$ cat src/rtl/ucsbece154b_defines_pkg.sv
// rtl/ucsbece154b_defines_pkg.sv - shared opcode and 2-bit counter definitions for the branch predictor
package ucsbece154b_defines;

    localparam logic [6:0] OP_BRANCH = 7'b1100011;
    localparam logic [6:0] OP_JAL    = 7'b1101111;
    localparam logic [6:0] OP_JALR   = 7'b1100111;

    typedef enum logic [1:0] {
        SNT = 2'b00,
        WNT = 2'b01,
        WT  = 2'b10,
        ST  = 2'b11
    } ctr_e;

    localparam logic [1:0] CTR_RESET = WNT;

endpackage

$ cat src/rtl/ucsbece154b_sat_counter2.sv
// rtl/ucsbece154b_sat_counter2.sv - 2-bit saturating counter next-state function
module ucsbece154b_sat_counter2
    import ucsbece154b_defines::*;
(
    input  logic [1:0] cnt,
    input  logic       taken,
    output logic [1:0] next_cnt
);

    // step toward taken/not-taken, holding at the strong ends
    always_comb begin
        next_cnt = cnt;
        case (cnt)
            SNT: next_cnt = taken ? WNT : SNT;
            WNT: next_cnt = taken ? WT  : SNT;
            WT:  next_cnt = taken ? ST  : WNT;
            ST:  next_cnt = taken ? ST  : WT;
            default: next_cnt = CTR_RESET;
        endcase
    end

endmodule

$ cat src/rtl/ucsbece154b_branch_predictor.sv
// rtl/ucsbece154b_branch_predictor.sv - BTB + PHT branch predictor; gshare indexing when UCSBECE154B_GSHARE_EN is defined
module ucsbece154b_branch_predictor
    import ucsbece154b_defines::*;
#(
    parameter int NUM_BTB_ENTRIES = 32,
    parameter int NUM_GHR_BITS    = 5
) (
    input  logic                    clk,
    input  logic                    reset,
    input  logic [31:0]             pc_i,
    output logic                    BranchTaken_o,
    output logic [31:0]             BTBtarget_o,
    output logic [NUM_GHR_BITS-1:0] PHTaddr_o,
    input  logic [6:0]              op_i,
    input  logic [31:0]             PCE_i,
    input  logic [31:0]             PCTargetE_i,
    input  logic [NUM_GHR_BITS-1:0] PHTaddrE_i,
    input  logic                    BranchTakenE_i
);

    localparam int IDX_W = $clog2(NUM_BTB_ENTRIES);
    localparam int TAG_W = 30 - IDX_W;
    localparam int G     = NUM_GHR_BITS;
    localparam int PHT_N = 2 ** G;

    logic [NUM_BTB_ENTRIES-1:0] btb_valid;
    logic [TAG_W-1:0]           btb_tag    [NUM_BTB_ENTRIES];
    logic [31:0]                btb_target [NUM_BTB_ENTRIES];
    logic                       btb_is_j   [NUM_BTB_ENTRIES];
    logic [1:0]                 pht        [PHT_N];
    logic [1:0]                 pht_next   [PHT_N];

    logic             is_branch;
    logic             is_jump;
    logic             train_btb;
    logic [IDX_W-1:0] f_idx;
    logic [IDX_W-1:0] e_idx;
    logic [G-1:0]     pht_idx_f;
    logic             hit;
    logic             unused_pc_bits;

    assign is_branch      = (op_i == OP_BRANCH);
    assign is_jump        = (op_i == OP_JAL) || (op_i == OP_JALR);
    assign train_btb      = is_branch || is_jump;
    assign f_idx          = pc_i[IDX_W+1:2];
    assign e_idx          = PCE_i[IDX_W+1:2];
    assign unused_pc_bits = ^{pc_i[1:0], PCE_i[1:0]};

`ifdef UCSBECE154B_GSHARE_EN
    logic [G-1:0] ghr;

    // global history shifts only on resolved conditional branches
    always_ff @(posedge clk or negedge reset) begin
        if (!reset) begin
            ghr <= '0;
        end else if (is_branch) begin
            ghr <= {ghr[G-2:0], BranchTakenE_i};
        end
    end

    assign pht_idx_f = pc_i[G+1:2] ^ ghr;
`else
    assign pht_idx_f = pc_i[G+1:2];
`endif

    // valid bits need reset so every lookup misses after reset
    always_ff @(posedge clk or negedge reset) begin
        if (!reset) begin
            btb_valid <= '0;
        end else if (train_btb) begin
            btb_valid[e_idx] <= 1'b1;
        end
    end

    // tag/target/jump payload is only meaningful under a set valid bit
    always_ff @(posedge clk) begin
        if (train_btb) begin
            btb_tag[e_idx]    <= PCE_i[31:IDX_W+2];
            btb_target[e_idx] <= PCTargetE_i;
            btb_is_j[e_idx]   <= !is_branch;
        end
    end

    for (genvar i = 0; i < PHT_N; i++) begin : g_pht
        localparam logic [G-1:0] ENTRY = G'(i);

        ucsbece154b_sat_counter2 u_ctr (
            .cnt      (pht[i]),
            .taken    (BranchTakenE_i),
            .next_cnt (pht_next[i])
        );

        // each counter trains only when Execute resolves a branch that indexed it
        always_ff @(posedge clk or negedge reset) begin
            if (!reset) begin
                pht[i] <= CTR_RESET;
            end else if (is_branch && (PHTaddrE_i == ENTRY)) begin
                pht[i] <= pht_next[i];
            end
        end
    end

    // zero-latency lookup; target is forced to 0 on a miss
    always_comb begin
        hit           = btb_valid[f_idx] && (btb_tag[f_idx] == pc_i[31:IDX_W+2]);
        BranchTaken_o = hit && (btb_is_j[f_idx] || pht[pht_idx_f][1]);
        BTBtarget_o   = hit ? btb_target[f_idx] : 32'd0;
        PHTaddr_o     = pht_idx_f;
    end

endmodule

$ cat config.mk
export PLATFORM = sky130hd
export DESIGN_NAME = ucsbece154b_branch_predictor
export DESIGN_NICKNAME = d
export VERILOG_FILES = /design/src/rtl/ucsbece154b_defines_pkg.sv /design/src/rtl/ucsbece154b_sat_counter2.sv /design/src/rtl/ucsbece154b_branch_predictor.sv
export SDC_FILE = /design/constraint.sdc
export NUM_CORES = 2
export LEC_CHECK = 0
export CAP_MARGIN = 20
export CELL_PAD_IN_SITES_DETAIL_PLACEMENT = 0
export CELL_PAD_IN_SITES_GLOBAL_PLACEMENT = 1
export CORE_AREA = 2 2 739 373
export CTS_CLUSTER_DIAMETER = 80
export CTS_CLUSTER_SIZE = 10
export DETAILED_ROUTE_END_ITERATION = 8
export DIE_AREA = 0 0 741 375
export PLACE_DENSITY = 0.58
export SYNTH_ARGS = -nofsm -noshare
export SYNTH_HDL_FRONTEND = slang
export SYNTH_HIERARCHICAL = 1
export SYNTH_SLANG_ARGS = --single-unit
$ cat constraint.sdc
create_clock -name clk -period 6.2 [get_ports clk]
set_input_delay 0.93 -clock clk [delete_from_list [all_inputs] [get_ports clk]]
set_output_delay 0.93 -clock clk [all_outputs]
set_load 0.005 [all_outputs]
Word-level counts from Yosys, hierarchy flattened
Memory sizes are Yosys's and may differ from the RTL's.
Cells that the tools add are included.

word-level totals
  register bits after elaboration = 96
  bits in writable memories = 1856
  bits of input ports = 111
  output and inout port bits = 38
  word-level logic and storage cells = 291
  memories kept = 3

memory list
  name        depth  width  rd ports  clocked after memory_dff  wr ports  line                                RTL
  btb_target  32     32     1         0                         1         ucsbece154b_branch_predictor.sv:28  logic [31:0] btb_target [NUM_BTB_ENTRIES];
  btb_tag     32     25     1         0                         1         ucsbece154b_branch_predictor.sv:27  logic [TAG_W-1:0] btb_tag [NUM_BTB_ENTRIES];
  btb_is_j    32     1      1         0                         1         ucsbece154b_branch_predictor.sv:29  logic btb_is_j [NUM_BTB_ENTRIES];

cells by class
  $lt $le $gt $ge = 4
  eq/ne operators = 131
  muxes and demuxes = 46
  bitwise operators = 2
  reduce and logical (&&, ||, !) cells = 72

operator list
  cell                                                                                  count
  2-bit case mux with 4 select lines                                                    32
  2-bit == test (second input constant)                                                 64
  5-bit == test (second input constant)                                                 16
  2-bit by 1-bit == test with 1-bit output (second input constant)                      32
  2-bit logical NOT                                                                     32
  5-bit by 4-bit == test with 1-bit output (second input constant)                      8
  1-bit logical AND                                                                     35
  32-bit 2-to-1 mux                                                                     1
  32-bit OR                                                                             1
  25-bit == test                                                                        1
  7-bit == test (second input constant)                                                 3
  5-bit by 3-bit == test with 1-bit output (second input constant)                      4
  5-bit by 6-bit < comparator with 1-bit output (second input constant)                 2
  2-bit binary-select mux with 5-bit select                                             1
  5-bit by 2-bit == test with 1-bit output (second input constant)                      2
  2-bit 2-to-1 mux                                                                      4
  6-bit greater-or-equal comparator (second input constant)                             1
  1-bit 2-to-1 mux                                                                      6
  5-bit NOT with 6-bit output                                                           1
  1-bit binary-select mux with 5-bit select                                             1
  1-bit demux with 5-bit select                                                         1
  5-bit by 1-bit == test with 1-bit output (second input constant)                      1
  5-bit by 1-bit greater-or-equal comparator with 1-bit output (second input constant)  1
  5-bit logical NOT                                                                     1
  2 further kinds                                                                       4

Longest topological paths before layout
  depth after elaboration = 6
  depth in mapped cells = 15
  gate-level depth less buffers = 8

Modules after synthesis
The synthesis kept the hierarchy.

modules (own cells, without submodules)
  module                        times used  cells an instance  area each (sq um)  sequential area each (sq um)
  ucsbece154b_branch_predictor  1           3250               74925.6            58175.8
  ucsbece154b_sat_counter2      32          3                  26.3               0.0

Worst setup path after synthesis
OpenSTA, ideal clock, no wires.

  path type = input port to flip-flop
  start = in op_i[1]
  end = mem btb_is_j[24] (enable)
  library setup time = 0.475 ns
  data arrival time = 4.472 ns
  required time = 5.725 ns
  path slack = 1.253 ns
  cell stages on the path = 6
  path buffers = 1
  cells stage by stage = nor2b_1 -> nand4_1 -> a21oi_1 -> or3b_2 -> clkbuf_1 -> nor2_1

between the ends
  cells in the longest elaborated chain, start to end = 5
  elaborated cells on any way between the ends = 7
  those cells by class = eq/ne: 3; mux: 2; reduce/logical: 2

ends and longest elaborated chain
  what                                        line                                RTL
  start: declaration                          ucsbece154b_branch_predictor.sv:14  input logic [6:0] op_i,
  7-bit == test                               ucsbece154b_branch_predictor.sv:43  assign is_jump = (op_i == OP_JAL) || (op_i == OP_JALR);
  1-bit logical OR                            ucsbece154b_branch_predictor.sv:43
  1-bit logical OR (*)                        ucsbece154b_branch_predictor.sv:44  assign train_btb = is_branch || is_jump;
  1-bit 2-to-1 mux (*)                        ucsbece154b_branch_predictor.sv:77  if (train_btb) begin
  1-bit 2-to-1 mux (not written as such) (*)  ucsbece154b_branch_predictor.sv:80  btb_is_j[e_idx] <= !is_branch;
  end: declaration                            ucsbece154b_branch_predictor.sv:29

Every way passes the cells marked *; elsewhere a longest branch is shown, timed or not.

Worst setup path after layout
  start = in pc_i[4]
  end = out BranchTaken_o

between the ends
  cells in the longest elaborated chain, start to end = 6
  elaborated cells on any way between the ends = 12
  those cells by class = eq/ne: 1; mux: 5; bitwise: 1; reduce/logical: 3; memory: 2

ends and longest elaborated chain
  what                                                                        line                                 RTL
  start: declaration                                                          ucsbece154b_branch_predictor.sv:10   input logic [31:0] pc_i,
  parallel branches: the longest is 5 deep, another holds memory 32 x 25 bit  -
  1-bit logical AND (*)                                                       ucsbece154b_branch_predictor.sv:106  BranchTaken_o = hit && (btb_is_j[f_idx] || pht[pht_idx_f][1]);
  end: declaration                                                            ucsbece154b_branch_predictor.sv:11   output logic BranchTaken_o,

Mark *: on every way between the ends. The select of a mux whose other input is x is not followed.

==> results.sh <==
export IMPL_pin_count=149
export IMPL_fin_setup_tns_ps=0
export IMPL_p_seq_frac=0.531
export IMPL_post_cts_buffers=0
export IMPL_routedWlPerCell_um=29.3
export IMPL_p_leak_nw=28.1
export IMPL_dieHeight_um=375
export IMPL_hold_buffers=0
export IMPL_clk_latency_ps=810
export IMPL_cp_arrival_ps=5140
export IMPL_p_per_area_nw_per_um2=303
export IMPL_hold_viol_final=0
export IMPL_syn_avg_cell_area_sq_um=22.6
export IMPL_dp_hpwl_um=126000
export IMPL_cp_common_cell="buf_4"
export IMPL_ys_seq_area_frac=0.768
export IMPL_wirelength_um=220000
export IMPL_grt_usage=0.155
export IMPL_use_met2=0.214
export IMPL_numCtsBuffers=221
export IMPL_dpl_cell_area_sq_um=83500
export IMPL_p_clk_frac=0.420
export IMPL_drcViolationCount=0
export IMPL_crit_chain="buf_8 -> buf_4 -> mux4_2 -> mux2_2 -> a22o_1 -> a211oi_1 -> xnor2_1 -> nor3_1 -> nand4_1 -> buf_12 -> a2111oi_1 -> buf_4 -> clkdlybuf4s50_1"
export IMPL_power_switching_w=0.00573
export IMPL_grt_max_degree=93
export IMPL_async_flop_share=0.0492
export IMPL_slew_viol_final=0
export IMPL_vias=37506
export IMPL_dr_pass1_iters=7
export IMPL_yosys_area_top_type="edfxtp_1"
export IMPL_rsz0062_at_grt="false"
export IMPL_cts_buffer_depth=4
export IMPL_switching_share=0.210
export IMPL_yosys_warnings=6
export IMPL_combPwrFrac=0.049
export IMPL_path_class="in -> out"
export IMPL_rr_worst_depth=2
export IMPL_globalplace_congestion=0.749
export IMPL_path_clk_slew_ps=70
export IMPL_synthFlopType="edfxtp_1"
export IMPL_core_area_sq_um=272000
export IMPL_setup_viol=0
export IMPL_cell_internal_pwr_w=0.0215
export IMPL_post_synth_num_cell_types=53
export IMPL_path_delay_family="buffers and inverters"
export IMPL_skew_ps=12.3
export IMPL_timing_slew_headroom=0.262
export IMPL_synth_nets=3457
export IMPL_dieArea_sq_um=278000
export IMPL_antenna_found_initial=24
export IMPL_synth_edf_count=1856
export IMPL_viasPerCell=5.00
export IMPL_drive_gt1_frac=0.321
export IMPL_final_period_utilization=0.980
export IMPL_rows=136
export IMPL_cts_root_buf="clkbuf_16"
export IMPL_crit_path_max_incr_delay_ps=500
export IMPL_drt_iter0_markers=4986
export IMPL_layout_nets=3888
export IMPL_status="complete, no violations"
export IMPL_synthCells=3346
export IMPL_numClockSinks=1952
export IMPL_met1_usage=0.245
export IMPL_startpoint_type="input pin"
export IMPL_synth_top_cells_by_area="edfxtp_1 74%, mux4_2 15%, dfrtp_1 2.1%"
export IMPL_path_buf_inv=5
export IMPL_postLayoutCellArea_sq_um=89900
export IMPL_syn_area_sq_um=75800
export IMPL_cts_tree="done"
export IMPL_numPortBuffers=144
export IMPL_maxCapViolCount=0
export IMPL_worst_path_max_delay_cell="clkdlybuf4s50_1"
export IMPL_cp_depth=13
export IMPL_initial_core_util=0.278
export IMPL_grt_pass1_wl_um=304000
export IMPL_grt_most_used_layer="met1"
export IMPL_netlist_area_leader_share=0.736
export IMPL_crit_required_ps=5270
export IMPL_peakVddDrop_mv=0.240
export IMPL_syn_to_final_growth_pct=18.6
export IMPL_drtAntennaViolNets=0
export IMPL_htreeDepth=4
export IMPL_gr_total_overflow=0
export IMPL_cp_max_fo=51
export IMPL_grt_pass1_vias=37103
export IMPL_dieWidth_um=741
export IMPL_fmax_mhz=165
export IMPL_period_minus_slack_ps=6070
export IMPL_tightest_slew_ps=1100
export IMPL_use_met3=0.0429
export IMPL_ys_ff_latch=1952
export IMPL_critPathCaptureType="primary output"
export IMPL_min_path_type="in -> async"
per-layer routing:
layer  routed length [um]  share of wire
met5                   76        0.00035
met4                 2890          0.013
met3                21500          0.098
met2                90800           0.41
met1               105000           0.48
synth_stat cells (5+ instances only):
cell      count
nor2_1       96
dfstp_2      32
nand3_1      20
mux2_2       70
nor2b_1      12
nor3_2       20
a31oi_1       5
dfrtp_1      64
a21oi_1      23
buf_1        26
or3b_2        8
xnor2_1      16
nor4_1       15
o211ai_1      7
clkbuf_1     48
nand4_1       9
maj3_2       64
nand3b_1     16
mux2i_1      85
buf_6         8
nand2_1      22
a211oi_1     12
o22ai_1      51
xor2_1        8
a22oi_1      20
buf_4        19
inv_1        36
mux4_2      510
buf_2        63
nor3_1       35
or2_2        33
edfxtp_1   1856
sequential cells by signal (all words and copies together) (netlist names):
register	flops
btb_is_j	32
btb_target	1024
btb_tag	800
btb_valid	32
pht	64
cell families (layout without fill, tap and decap cells):
kind of cell / Yosys count / in the layout / synth area share
flops: 1952 / 1952 / 0.768
mux: 665 / 665 / 0.173
simple gates: 303 / 303 / 0.0219
buf+inv: 202 / 701 / 0.0128
compound gates: 136 / 136 / 0.0119
fa+ha+maj: 64 / 64 / 0.00951
xor+xnor: 24 / 24 / 0.00277
other cells: 0 / 4 / 0
final timing paths:
check | from | end | slack, ps
max reg2reg | pht[23] | pht[23] | 4970
min | reset | pht[61] | 80
min in group clk | btb_valid[8] | btb_valid[8] | 460
min reg2reg | btb_valid[8] | btb_valid[8] | 460
max in group asynchronous | reset | btb_valid[6] | 4820
max | pc_i[4] | BranchTaken_o | 130
what timing repair did:
| item | in CTS | in global routing |
|---|---|---|
| endpoints found under the hold margin | 0 | 0 |
| endpoints found under the setup margin | 0 | 4 |
| gates resized for setup | 0 | 2 |
per-stage QoR:
step | setup slack [ps] | hold slack [ps] | utilization | cells | total power (W)
floorplan | 1250 | 434 | - | 3346 | 0.0154
global placement | 93.3 | 446 | 0.306 | 7191 | 0.0160
detailed placement | 116 | 448 | 0.306 | 7191 | 0.0161
CTS | 94.6 | 52.8 | 0.328 | 7482 | 0.0275
global route | 3.43 | 79.4 | 0.330 | 7504 | 0.0281
finish | 127 | 78.5 | 0.330 | 7506 | 0.0272
layout make-up:
class | instances | area [sq um]
timing repair buffer | 372 | 4210
sequential | 1952 | 58200
antenna | 4 | 10.0
inverter | 38 | 148
clock buffer | 287 | 5860
multi-input combinational | 1192 | 16900
clock inverter | 4 | 30.0
tap | 3657 | 4580
fill | 25417 | 183000
cell usage in the layout, fill, tap and decap left out, drive strengths merged, types with 22 or more instances in the layout:
master            n
a21oi            23
buf             225
clkbuf          297
clkdlybuf4s50   137
dfrtp            64
dfstp            32
edfxtp         1856
inv              39
maj3             64
mux2             70
mux2i            85
mux4            510
nand2            22
nor2             96
nor3             55
o22ai            51
or2              33
power by group through the flow:
stage | Combinational (W) | Sequential [W] | Clock (W)
global route | 0.00144 | 0.0145 | 0.0122
global placement | 0.00131 | 0.0147 | 0
CTS | 0.00133 | 0.0145 | 0.0117
detailed placement | 0.00132 | 0.0147 | 0
finish | 0.00134 | 0.0145 | 0.0114
floorplan | 0.000692 | 0.0147 | 0
No activity file was read; power rests on OpenSTA's default activity.
